### src/rtl/prog_loader.sv
// prog_loader: receives a program image as a byte stream and writes it into
// instruction memory while holding the CPU datapath in reset.
//
// Stream: 16-bit word count N (high byte first), then N big-endian 32-bit words.
//
// Ports
//   clk          rising-edge system clock
//   reset        synchronous active-low reset
//   start        one-cycle request to begin a load (honoured in IDLE/DONE/ERR)
//   in_byte      incoming stream byte
//   in_valid     in_byte is valid
//   in_ready     loader accepts a byte this cycle
//   mem_we       instruction-memory write strobe (one cycle per word)
//   mem_addr     instruction-memory word address
//   mem_wdata    instruction word being written
//   cpu_hold     datapath held in reset while high (low only in DONE)
//   done         load completed successfully
//   error        declared length exceeded DEPTH
//   words_loaded words written in the current load
module prog_loader #(
    parameter int ADDR_W = 8,
    parameter int DEPTH  = 256
) (
    input  logic              clk,
    input  logic              reset,
    input  logic              start,
    input  logic [7:0]        in_byte,
    input  logic              in_valid,
    output logic              in_ready,
    output logic              mem_we,
    output logic [ADDR_W-1:0] mem_addr,
    output logic [31:0]       mem_wdata,
    output logic              cpu_hold,
    output logic              done,
    output logic              error,
    output logic [ADDR_W:0]   words_loaded
);

    typedef enum logic [2:0] {IDLE, LEN_HI, LEN_LO, DATA, WRITE, DONE, ERR} state_t;

    state_t      state;
    logic [7:0]  len_hi;
    logic [15:0] len;
    logic [1:0]  byte_cnt;
    logic [23:0] shift;     // first three bytes of the word being assembled

    logic            xfer;
    logic [15:0]     len_new;
    logic [ADDR_W:0] wl_next;

    assign xfer    = in_valid & in_ready;
    assign len_new = {len_hi, in_byte};
    assign wl_next = words_loaded + {{ADDR_W{1'b0}}, 1'b1};

    // All outputs are registered; in_ready is updated together with the state
    // so it always reflects the state the FSM is in.
    always_ff @(posedge clk) begin
        if (!reset) begin
            state        <= IDLE;
            len_hi       <= '0;
            len          <= '0;
            byte_cnt     <= '0;
            shift        <= '0;
            in_ready     <= 1'b0;
            mem_we       <= 1'b0;
            mem_addr     <= '0;
            mem_wdata    <= '0;
            cpu_hold     <= 1'b1;
            done         <= 1'b0;
            error        <= 1'b0;
            words_loaded <= '0;
        end else begin
            case (state)
                IDLE, DONE, ERR: begin
                    if (start) begin
                        state        <= LEN_HI;
                        in_ready     <= 1'b1;
                        cpu_hold     <= 1'b1;
                        done         <= 1'b0;
                        error        <= 1'b0;
                        byte_cnt     <= '0;
                        mem_addr     <= '0;
                        words_loaded <= '0;
                    end
                end
                LEN_HI: begin
                    if (xfer) begin
                        len_hi <= in_byte;
                        state  <= LEN_LO;
                    end
                end
                LEN_LO: begin
                    if (xfer) begin
                        len <= len_new;
                        if (len_new == 16'd0) begin
                            state    <= DONE;
                            in_ready <= 1'b0;
                            done     <= 1'b1;
                            cpu_hold <= 1'b0;
                        end else if (32'(len_new) > 32'(DEPTH)) begin
                            state    <= ERR;
                            in_ready <= 1'b0;
                            error    <= 1'b1;
                        end else begin
                            state <= DATA;
                        end
                    end
                end
                DATA: begin
                    if (xfer) begin
                        shift    <= {shift[15:0], in_byte};
                        byte_cnt <= byte_cnt + 2'd1;
                        if (byte_cnt == 2'd3) begin
                            // 4th byte: strobe the write in the very next cycle
                            state     <= WRITE;
                            in_ready  <= 1'b0;
                            mem_we    <= 1'b1;
                            mem_wdata <= {shift, in_byte};
                        end
                    end
                end
                WRITE: begin
                    mem_we       <= 1'b0;
                    // wraps to 0 after the DEPTH-th word; unused from then on
                    mem_addr     <= mem_addr + {{(ADDR_W-1){1'b0}}, 1'b1};
                    words_loaded <= wl_next;
                    if (32'(wl_next) == 32'(len)) begin
                        state    <= DONE;
                        done     <= 1'b1;
                        cpu_hold <= 1'b0;
                    end else begin
                        state    <= DATA;
                        in_ready <= 1'b1;
                    end
                end
                default: begin
                    state    <= IDLE;
                    in_ready <= 1'b0;
                    mem_we   <= 1'b0;
                end
            endcase
        end
    end

endmodule

### config.mk
export PLATFORM = sky130hd
export DESIGN_NAME = prog_loader
export DESIGN_NICKNAME = d
export VERILOG_FILES = /design/src/rtl/prog_loader.sv
export SDC_FILE = /design/constraint.sdc
export NUM_CORES = 1
export LEC_CHECK = 0
export CELL_PAD_IN_SITES_DETAIL_PLACEMENT = 1
export CELL_PAD_IN_SITES_GLOBAL_PLACEMENT = 2
export CORE_ASPECT_RATIO = 0.7
export CORE_MARGIN = 4
export CORE_UTILIZATION = 31
export DETAILED_ROUTE_END_ITERATION = 10
export PLACE_DENSITY = 0.8
export SLEW_MARGIN = 40
export SYNTH_ARGS = -nofsm -noshare
export SYNTH_HDL_FRONTEND = slang
export SYNTH_SLANG_ARGS = --single-unit
### constraint.sdc
create_clock -name clk -period 2.2 [get_ports clk]
set_input_delay 0.44 -clock clk [delete_from_list [all_inputs] [get_ports clk]]
set_output_delay 0.44 -clock clk [all_outputs]
set_load 0.03 [all_outputs]
Word level (Yosys, flattened, before mapping) --
Cells that the tools add are included.
Operators by class: mux-type cells 40, bitwise operators 3, $lt $le $gt $ge 1, add/subtract/negate cells 3, reductions and logical operators 19, equal/unequal tests 19
Operators with widths (number):
- $mux 3 | 8
- $ne 2x2->1 const B | 10
- $mux 1 | 19
- $pmux 9 s2 | 1
- $eq 9x16->1 | 1
- $gt 16x9->1 const B | 1
- $logic_not 16->1 | 1
- $pmux 8 s2 | 1
- $pmux 3 s5 | 1
- $reduce_and 5->1 | 3
- $add 9x1->9 const B | 1
- $eq 3x3->1 const B | 3
- $mux 9 | 1
- $reduce_and 3->1 | 3
- $add 8x1->8 const B | 1
- $mux 8 | 1
- $reduce_and 2->1 | 4
- $reduce_and 7->1 | 1
- $eq 3x2->1 const B | 2
- $pmux 1 s3 | 2
- $reduce_bool 2->1 | 3
- $pmux 1 s5 | 1
- $reduce_or 5->1 | 1
- $mux 2 | 2
- 11 further kinds | 13
Word-level totals: input bits 12, register bits after elaboration 107, logic and storage cells 98

Logic depth before layout (Yosys ltp) --
depth in word-level cells 5, gate-level depth with buffers 8, depth with buffers taken out 7

Worst setup path after synthesis --
Ideal clock, no wire load.
path kind register to register, start register words_loaded[0], end register state[1], path slack 18 ps, data arrival time 2063 ps, path buffers 0, period minus slack after synthesis 2182 ps, cell stages (with the launch flop) 8, path through dfxtp_1 ha_1 and2_0 a211o_1 a31oi_1 nor4_4 a21oi_1 o31a_1
On the way: word-level cells in the longest chain between the ends 4
Ends and longest elaborated chain:
- from (decl) | RTL line 36 | output logic [ADDR_W:0] words_loaded
- from (signal assigned) | RTL line 126 | words_loaded <= wl_next;
- $add 9x1->9 | RTL line 53 | assign wl_next = words_loaded + {{ADDR_W{1'b0}}, 1'b1};
- $eq 9x16->1 | RTL line 127 | if (32'(wl_next) == 32'(len)) begin
- $mux 3 | RTL line 127
- $pmux 3 s5 | RTL line 73 | case (state)
- to (signal assigned) | RTL line 76 | state <= LEN_HI;
- to (signal assigned) | RTL line 128 | state <= DONE;
- to (signal assigned) | RTL line 132 | state <= DATA;
- to (decl) | RTL line 41 | state_t state;
No other way between the ends. A chain may end at the register's enable or synchronous reset.

Worst setup path after layout --
start register words_loaded[1], end register in_ready
On the way: word-level cells in the longest chain between the ends 4
Ends and longest elaborated chain:
- $add 9x1->9 | RTL line 53
- $eq 9x16->1 | RTL line 127
- $ne 2x2->1 (no source line)
- $reduce_and 7->1 (no source line)
- to (signal assigned) | RTL line 64 | in_ready <= 1'b0;
- to (signal assigned) | RTL line 133 | in_ready <= 1'b1;
- to (signal assigned) | RTL line 138 | in_ready <= 1'b0;
- to (decl) | RTL line 29 | output logic in_ready,
No other way between the ends.

==> results.sh <==
export IMPL_ys_ff_latch=107
export IMPL_synth_nets=594
export IMPL_cts_max_path_buffers=2
export IMPL_crit_family="simple AND/OR/NAND/NOR gates"
export IMPL_portBuffers=65
export IMPL_rsz0062_at_grt="true"
export IMPL_failed_checks="setup timing"
export IMPL_first_iter_violations=185
export IMPL_clock_latency_ps=350
export IMPL_gr_total_overflow=0
export IMPL_viasPerCell=4.976
export IMPL_maxSlewViolCount=0
export IMPL_postSynthCellCount=579
export IMPL_placementRows=36
export IMPL_remaining_drc_errors=0
export IMPL_critPathBufInv=1
export IMPL_htree_levels=3
export IMPL_period_share_pct=100.4
export IMPL_yosys_area_top_type="dfxtp_1"
export IMPL_synth_area_per_cell_um2=7.823
export IMPL_grt_usage_pct=16.63
export IMPL_endpoint_kind="flip-flop"
export IMPL_path_max_fanout=3
export IMPL_cpMaxStageDelayCell="or3b_4"
export IMPL_crit_chain="ha_4 > xnor2_2 > nand4_1 > or3b_4 > nor4_4 > buf_4 > a31oi_1 > o21a_1"
export IMPL_path_class="flip-flop to flip-flop"
export IMPL_antenna_found_initial=0
export IMPL_ant_nets=0
export IMPL_crit_arrival_ps=2450
export IMPL_antennaDiodeCount=0
export IMPL_synth_common_cells="nand2_1 (163), dfxtp_1 (107), a21oi_1 (101)"
export IMPL_boundaryPins=66
export IMPL_grt_pass1_vias=4500
export IMPL_timing_final_ws_setup_ps=-9.375
export IMPL_num_nets_final=679
export IMPL_period_minus_slack_ps=2209
export IMPL_status="finished, violations left"
export IMPL_die_y_um=109.1
export IMPL_cts_sinks=107
export IMPL_fin_setup_tns_ps=-9.375
export IMPL_start_kind="flip-flop"
export IMPL_async_flop_share_pct=0
export IMPL_ir_drop_uv=354.8
export IMPL_power_density_nw_per_um2=766.4
export IMPL_dieArea_um2=16640
export IMPL_rrSetupSlack_ps=-9
export IMPL_relSlewSlack_pct=63.79
export IMPL_num_vias=4274
export IMPL_dp_hpwl_um=9673
export IMPL_seq_area_frac_synth_pct=47.29
export IMPL_setup_viol=1
export IMPL_holdWs_ps=456.5
export IMPL_final_area_um2=6048
export IMPL_totalWireLength_um=13660
export IMPL_min_delay_path_class="flip-flop to flip-flop"
export IMPL_synth_edf_count=0
export IMPL_yosysMostFrequentCell="nand2_1"
export IMPL_netlist_area_um2=4529
export IMPL_hold_violations=0
export IMPL_root_buffer="clkbuf_16"
export IMPL_grt_max_degree=68
export IMPL_wl_per_cell_um=15.91
export IMPL_synth_cell_types=52
export IMPL_drtPass1Iterations=4
export IMPL_fmax_mhz=452.6
export IMPL_tightest_slew_ps=541.8
export IMPL_crit_path_max_incr_delay_ps=420
export IMPL_coreArea_um2=14100
export IMPL_p_leak_nw=2.069
export IMPL_yosysWarnings=0
export IMPL_synth_main_ff_cell="dfxtp_1"
export IMPL_synth_area_top_cells="dfxtp_1 (47%), nand2_1 (14%), a21oi_1 (11%), nor2_1 (3.4%), clkbuf_1 (2.2%)"
export IMPL_skew_ps=10.42
export IMPL_grt_pass1_wl_um=22720
export IMPL_dpl_worst_slack_ps=-397.2
export IMPL_die_x_um=152.5
export IMPL_post_dp_cell_area_um2=5645
export IMPL_clk_pin_slew_ps=70
export IMPL_cp_required_ps=2440
export IMPL_synth_top_area_share_pct=47.29
export IMPL_cts_buffers=9
export IMPL_start_util_pct=32.13
export IMPL_drv_cap=0
export IMPL_cts_tree="yes"
export IMPL_gp_congestion=0.8660
export IMPL_drive_above_1_share_pct=12.86
export IMPL_syn_to_final_growth_pct=33.54
-- tightest hold or removal path, stage by stage (launching register included) --
cell and delay [ps]:
dfxtp_1 310, nand2_1 50, a21oi_1 50
-- power breakdown --
part | total [mW] | internal [mW] | leakage [nW] | switching [mW]
Combinational | 0.891 | 0.378 | 1.07 | 0.513
Sequential | 2.07 | 1.99 | 0.864 | 0.0838
Clock | 1.67 | 0.895 | 0.140 | 0.774
-- worst paths after layout --
path,from,depth (start not counted),endpoint
worst max-delay path,words_loaded[1],8,in_ready
worst min-delay path,mem_wdata[25],2,mem_wdata[25]
worst max register to register,words_loaded[1],8,in_ready
worst min register to register,mem_wdata[25],2,mem_wdata[25]
-- state kept, by name, summed over array words and instances (netlist names) --
signal / count
done: 1
byte_cnt: 2
cpu_hold: 1
len: 16
mem_we: 1
len_hi: 8
mem_addr: 8
in_ready: 1
shift: 24
mem_wdata: 32
state: 3
error: 1
words_loaded: 9
-- layout by cell type, fill, tap and decap left out, types with 4 or more instances in the layout --
cell               n
nor3_1             8
clkdlybuf4s50_1   65
o21ai_0           17
a21o_1             5
xor2_1             4
a21oi_1          100
a31oi_1            4
nand2_1          162
clkbuf_16          9
dfxtp_1          105
xnor2_1            7
nand3b_1           5
nand3_1            8
buf_12             4
nor2_1            41
inv_1              4
and3_1             6
mux2i_1            8
buf_4             41
-- per-layer routing --
layer	track usage, %	wire length [um]	vias up
li1	-	-	2134
met1	22.04	6684	2071
met2	27.76	6459	63
met3	3.887	442	6
met4	4.132	78	0
met5	0	0	-
-- final cells by class --
type / count / area (um2)
multi-input cells: 431 / 2308
well taps: 190 / 237.7
repair buffers: 110 / 1039
fillers: 1695 / 8050
clock buffers: 10 / 229.0
inverters: 5 / 18.77
flip-flops and latches: 107 / 2145
clock inverters: 6 / 71.32
-- kinds of logic (layout without fill, tap and decap cells) --
family          after synthesis  after routing  synth area share [%]
mux                           9              9                 2.017
flops                       107            107                 47.29
compound gates              147            147                 18.20
xor+xnor                     13             13                 2.514
simple gates                259            259                 25.36
buf+inv                      41            131                 3.785
fa+ha+maj                     3              3                0.8288
-- stage by stage --
step | cells | util (%) | power (mW)
4_1_cts | 858 | 42.26 | 4.666
6_report | 859 | 42.90 | 4.635
3_5_place_dp | 842 | 40.04 | 2.973
2_1_floorplan | 579 | - | 2.621
5_1_grt | 859 | 42.90 | 4.846
3_3_place_gp | 842 | 40.04 | 2.948
-- timing repair --
item                                    4_1_cts  5_1_grt
pin swaps                                     0        2
setup buffers                                 0        1
hold buffers                                  0        0
gates resized for setup                       2       15
cloned                                        0        0
endpoints found under the setup margin        3        5
Note: power is estimated with default switching activity, not from simulation.
==> variant 1, RTL diff (same flow settings) <==
The 7 states of `state_t` get a one-hot encoding in 7 bits.
--- a/src/rtl/prog_loader.sv
+++ b/src/rtl/prog_loader.sv
@@ -37,5 +37,5 @@
 );
 
-    typedef enum logic [2:0] {IDLE, LEN_HI, LEN_LO, DATA, WRITE, DONE, ERR} state_t;
+    typedef enum logic [6:0] {IDLE = 7'b0000001, LEN_HI = 7'b0000010, LEN_LO = 7'b0000100, DATA = 7'b0001000, WRITE = 7'b0010000, DONE = 7'b0100000, ERR = 7'b1000000} state_t;
 
     state_t      state;
Behaviour: same outputs for any inputs over 4 cycles, from zero or initial values and one cycle with reset low; so few cycles prove little.
==> variant 1 against the original RTL <==
The run still ends with setup timing left; setup slack got worse by 0.11 ns; synthesized cell count fell by 1.2%; design area up 7.3%; wire length grew 9.0%; sequential cell count is 4 higher; clock power increased by 13%; power increased by 3.3%; non-clock buffer count rose by 12; sequential power is essentially flat; combinational power shrank 6.2%; synthesized area up 3.6%; critical path type unchanged; critical endpoint is now cpu_hold.
==> variant 1: results (changes against the original RTL) <==
stage,metric,value,unit,change
synth,synthXorXnorAreaFrac,3.55,%,+1.0 points
run_status,violations,setup timing,,
power_and_ir_drop,peakVddDrop,364,uV,+2.5%
synth,netlist_top_cells_count,"nand2_1 (130), dfxtp_1 (111), a21oi_1 (69)",,
final_layout,syn2layout_area_growth,38.3,%,
global_route,grt_pass1_wl,23600,um,+4.0%
global_route,grt_max_degree,45,,-34%
run_status,status,finished with violations,,
min_path,hold_path_end,mem_wdata[17],,
clocking,cts_resized,12,,+10
drt,met3_length,424,um,-4.1%
power_and_ir_drop,p_leak,2.36,nW,+14%
min_path,min_from,mem_wdata[17],,
worst_setup_path,r2r-start,state[6],,
place,dp_hpwl,10500,um,+9.1%
final_layout,drive_gt1_share,18.8,%,+6.0 points
global_route,grt_pass1_vias,4481,,-0.42%
drt,via_count,4356,,+1.9%
final_layout,fill_cells,1722,,+1.6%
place,place_ws,-0.336,ns,+0.0608 ns
sta,finalWorstSetupSlack,-0.123,ns,-0.114 ns
synth,synthesis.nets,587,,-1.2%
global_route,grtUsageMet1,23.9,%,+1.9 points
place,dp.cells,848,,+0.71%
worst_setup_path,cp.arrival,2.56,ns,+0.11 ns
synth,synth_mux_area_share,5.55,%,+3.5 points
sta,final.setup.tns,-1.02,ns,-1.01 ns
synth,yosysUniqueCellTypes,54,,+3.8%
final_layout,final_nets,684,,+0.74%
place,place.gp.congestion,0.809,,-6.6%
drt,met1Wirelength,7650,um,+14%
sta,setup-violations-final,20,,+19
worst_setup_path,r2r_cells,6,,-2
synth,synth_fa_ha_area_share,0.800,%,-0.029 points
synth,synth_top_cells_by_area,"dfxtp_1 (47%), nand2_1 (10%), a21oi_1 (7.4%), mux2i_1 (5.5%), nor2_1 (4.2%)",,
global_route,grt.total_usage,16.7,%,+0.11 points
place,dpl_cell_area,5890,um^2,+4.3%
synth,netlist_instances,572,,-1.2%
drt,first_iter_violations,172,,-7.0%
-- variant 1: cells by family after synthesis --
group	Yosys count
AO/OA/AOI/OAI	115
adder cells (fa/ha/maj)	3
multiplexers	26
XOR/XNOR	19
flip-flops	111
buffers and inverters	45
AND/OR/NAND/NOR	253
-- variant 1: where the power goes --
group / leakage [nW] / internal (mW) / switching (mW)
Combinational: 1.30 / 0.356 / 0.480
Sequential: 0.897 / 2.04 / 0.0332
Clock: 0.162 / 1.12 / 0.767
Total: 2.36 / 3.51 / 1.28
-- variant 1: worst max-delay path: cells and delay by family, from the launching register on --
kind	cells	cell delay, ns
compound gates	1	0.10
flops	1	0.32
simple gates	5	1.78
-- variant 1: layout make-up --
cell class                      instances  share of cell area (%)
Clock inverter                          7                    1.83
Multi-Input combinational cell        416                    37.9
Inverter                                9                   0.520
Sequential cell                       111                    34.3
Clock buffer                            9                    3.47
Timing Repair Buffer                  122                    18.2
Tap cell                              195                    3.76
==> variant 2, RTL diff (same flow settings) <==
Without the edit above. Change the parameter `ADDR_W` from 8 to 7.
--- a/src/rtl/prog_loader.sv
+++ b/src/rtl/prog_loader.sv
@@ -19,5 +19,5 @@
 //   words_loaded words written in the current load
 module prog_loader #(
-    parameter int ADDR_W = 8,
+    parameter int ADDR_W = 7,
     parameter int DEPTH  = 256
 ) (
Interface: changed (resized mem_addr and words_loaded); port bits go from 66 to 64. The function was not compared with the original's and may differ.
==> variant 2 against the original RTL <==
Register-to-register slack gained 0.30 ns; non-clock buffer count decreased by 14; synthesized area shrank 1.8%; wire length is 8.7% lower; cell count fell by 5.0%; setup slack gained 0.21 ns; power fell by 8.3%; count of clock-buffer cells in the layout up 1; sequential cell count down 2; design area decreased by 5.4%; first-iteration DRC count rose by 26%; sequential power is 2% lower.
==> variant 2: results (changes against the original RTL) <==
stage,metric,value,unit,change
run_status,status,"complete, no violations",,
worst_setup_path,crit_slowest_cell,clkdlybuf4s50_1,,
clocking,cts_resized,0,,-2
drt,met3_length,394,um,-11%
power_and_ir_drop,p_int,3.02,mW,-7.4%
drt,avgRoutedWirePerCell,15.3,um,-3.9%
worst_setup_path,critPathLaunch,words_loaded[6],,
power_and_ir_drop,seqPwrFrac,47.4,%,+2.6 points
drt,met1Wirelength,6590,um,-1.4%
synth,synth_top_cells_by_area,"dfxtp_1 (47%), nand2_1 (11%), a21oi_1 (8.8%), mux2i_1 (5.4%), nor2_1 (4.6%)",,
worst_setup_path,critPathMaxFanout,7,,+4
place,dp.cells,802,,-4.8%
global_route,grt_pass1_vias,4046,,-10%
min_path,hold_path_end,mem_wdata[23],,
power_and_ir_drop,peakVddDrop,344,uV,-3.2%
global_route,grt_max_degree,61,,-10%
min_path,min_from,mem_wdata[23],,
power_and_ir_drop,clockPowerShare,33.9,%,-2.1 points
sta,fin_worst_hold_slack,0.454,ns,-0.00223 ns
global_route,grt.total_usage,15.8,%,-0.88 points
place,dp_hpwl,8890,um,-8.1%
drt,via_per_inst,4.87,,-2.0%
drt,first_iter_violations,234,,+26%
synth,yosysUniqueCellTypes,49,,-5.8%
worst_setup_path,cp.arrival,1.56,ns,-0.89 ns
drt,routed-wl-met2,5370,um,-17%
final_layout,fin_cells,816,,-5.0%
synth,yosysSeqAreaShare,47.3,%,about the same
final_layout,fill_cells,1722,,+1.6%
min_path,holdCritPathClass,register to register,,
sta,skew,0.00539,ns,-0.00504 ns
final_layout,drive_gt1_share,9.27,%,-3.6 points
worst_setup_path,path_delay_family,buffers and inverters,,
synth,avgSynthCellArea,8.09,um^2,+3.4%
worst_setup_path,worst-r2r-setup-slack,0.29,ns,+0.30 ns
global_route,antenna_found_initial,0,,unchanged
global_route,met2_usage,23.8,%,-4.0 points
sta,worst_pin_slew,0.559,ns,+0.0175 ns
final_layout,final_nets,638,,-6.0%
power_and_ir_drop,p_leak,2.06,nW,-0.24%
synth,netlist_top_cells_count,"nand2_1 (135), dfxtp_1 (105), a21oi_1 (78)",,
place,io_buffers,63,,-3.1%
place,place.gp.congestion,0.842,,-2.8%
min_path,worstHoldPathCells,2,,unchanged
worst_setup_path,r2r-start,words_loaded[0],,
worst_setup_path,r2r_cells,7,,-1
global_route,use_met3,3.44,%,-0.45 points
global_route,grt_pass1_wl,20600,um,-9.4%
global_route,grtUsageMet1,22.8,%,+0.79 points
worst_setup_path,max_stage_delay,0.73,ns,+0.31 ns
synth,synthesis.nets,565,,-4.9%
worst_setup_path,reg2reg_to,state[2],,
variant 2: changes by cell type in the layout (fill, tap and decap cells not counted), moves of 3 or more:
cell / change
a21o_1: -5
o21ai_1: +3
nor2_1: +13
nand2_1: -27
a21oi_1: -22
a211oi_1: +3
xor2_1: +3
mux2i_1: +16
a31oi_1: +4
buf_4: -13
o31ai_1: +3
o21ai_0: -6
variant 2: cells by family after synthesis:
family	after synthesis	share of synthesized area (%)
compound gates	121	15.4
flops	105	47.3
xor+xnor	12	2.36
fa+ha+maj	4	1.07
simple gates	244	24.3
buf+inv	39	3.91
mux	25	5.65
variant 2: per-stage QoR:
step | utilization, % | instance area (um^2) | setup WS (ns) | power (mW)
global route | 41.0 | 5720 | 0.116 | 4.46
finish | 41.0 | 5720 | 0.200 | 4.25
global placement | 39.2 | 5470 | 0.0103 | 2.83
floorplan | - | 4450 | 0.177 | 2.57
detailed placement | 39.2 | 5470 | -0.0737 | 2.85
CTS | 41.0 | 5720 | 0.182 | 4.30
variant 2: worst max path at each step:
stage	slack, ns	depth (start not counted)	end
floorplan	0.18	7	state[2]
global placement	0.01	8	in_ready
CTS	0.18	1	words_loaded[6]
global route	0.12	8	cpu_hold
detailed placement	-0.07	8	in_ready
finish	0.20	1	words_loaded[6]
variant 2: final cells by class:
type	count	area (um^2)	share of cell area, %
well taps	190	238	4.15
clock inverters	3	20.0	0.350
flip-flops and latches	105	2100	36.7
inverters	5	18.8	0.328
multi-input cells	406	2170	37.9
repair buffers	96	941	16.4
clock buffers	11	233	4.07
variant 2: worst min-delay path: stages (launching register included):
cell and delay (ns):
dfxtp_1 0.31, nand2_1 0.05, a21oi_1 0.05
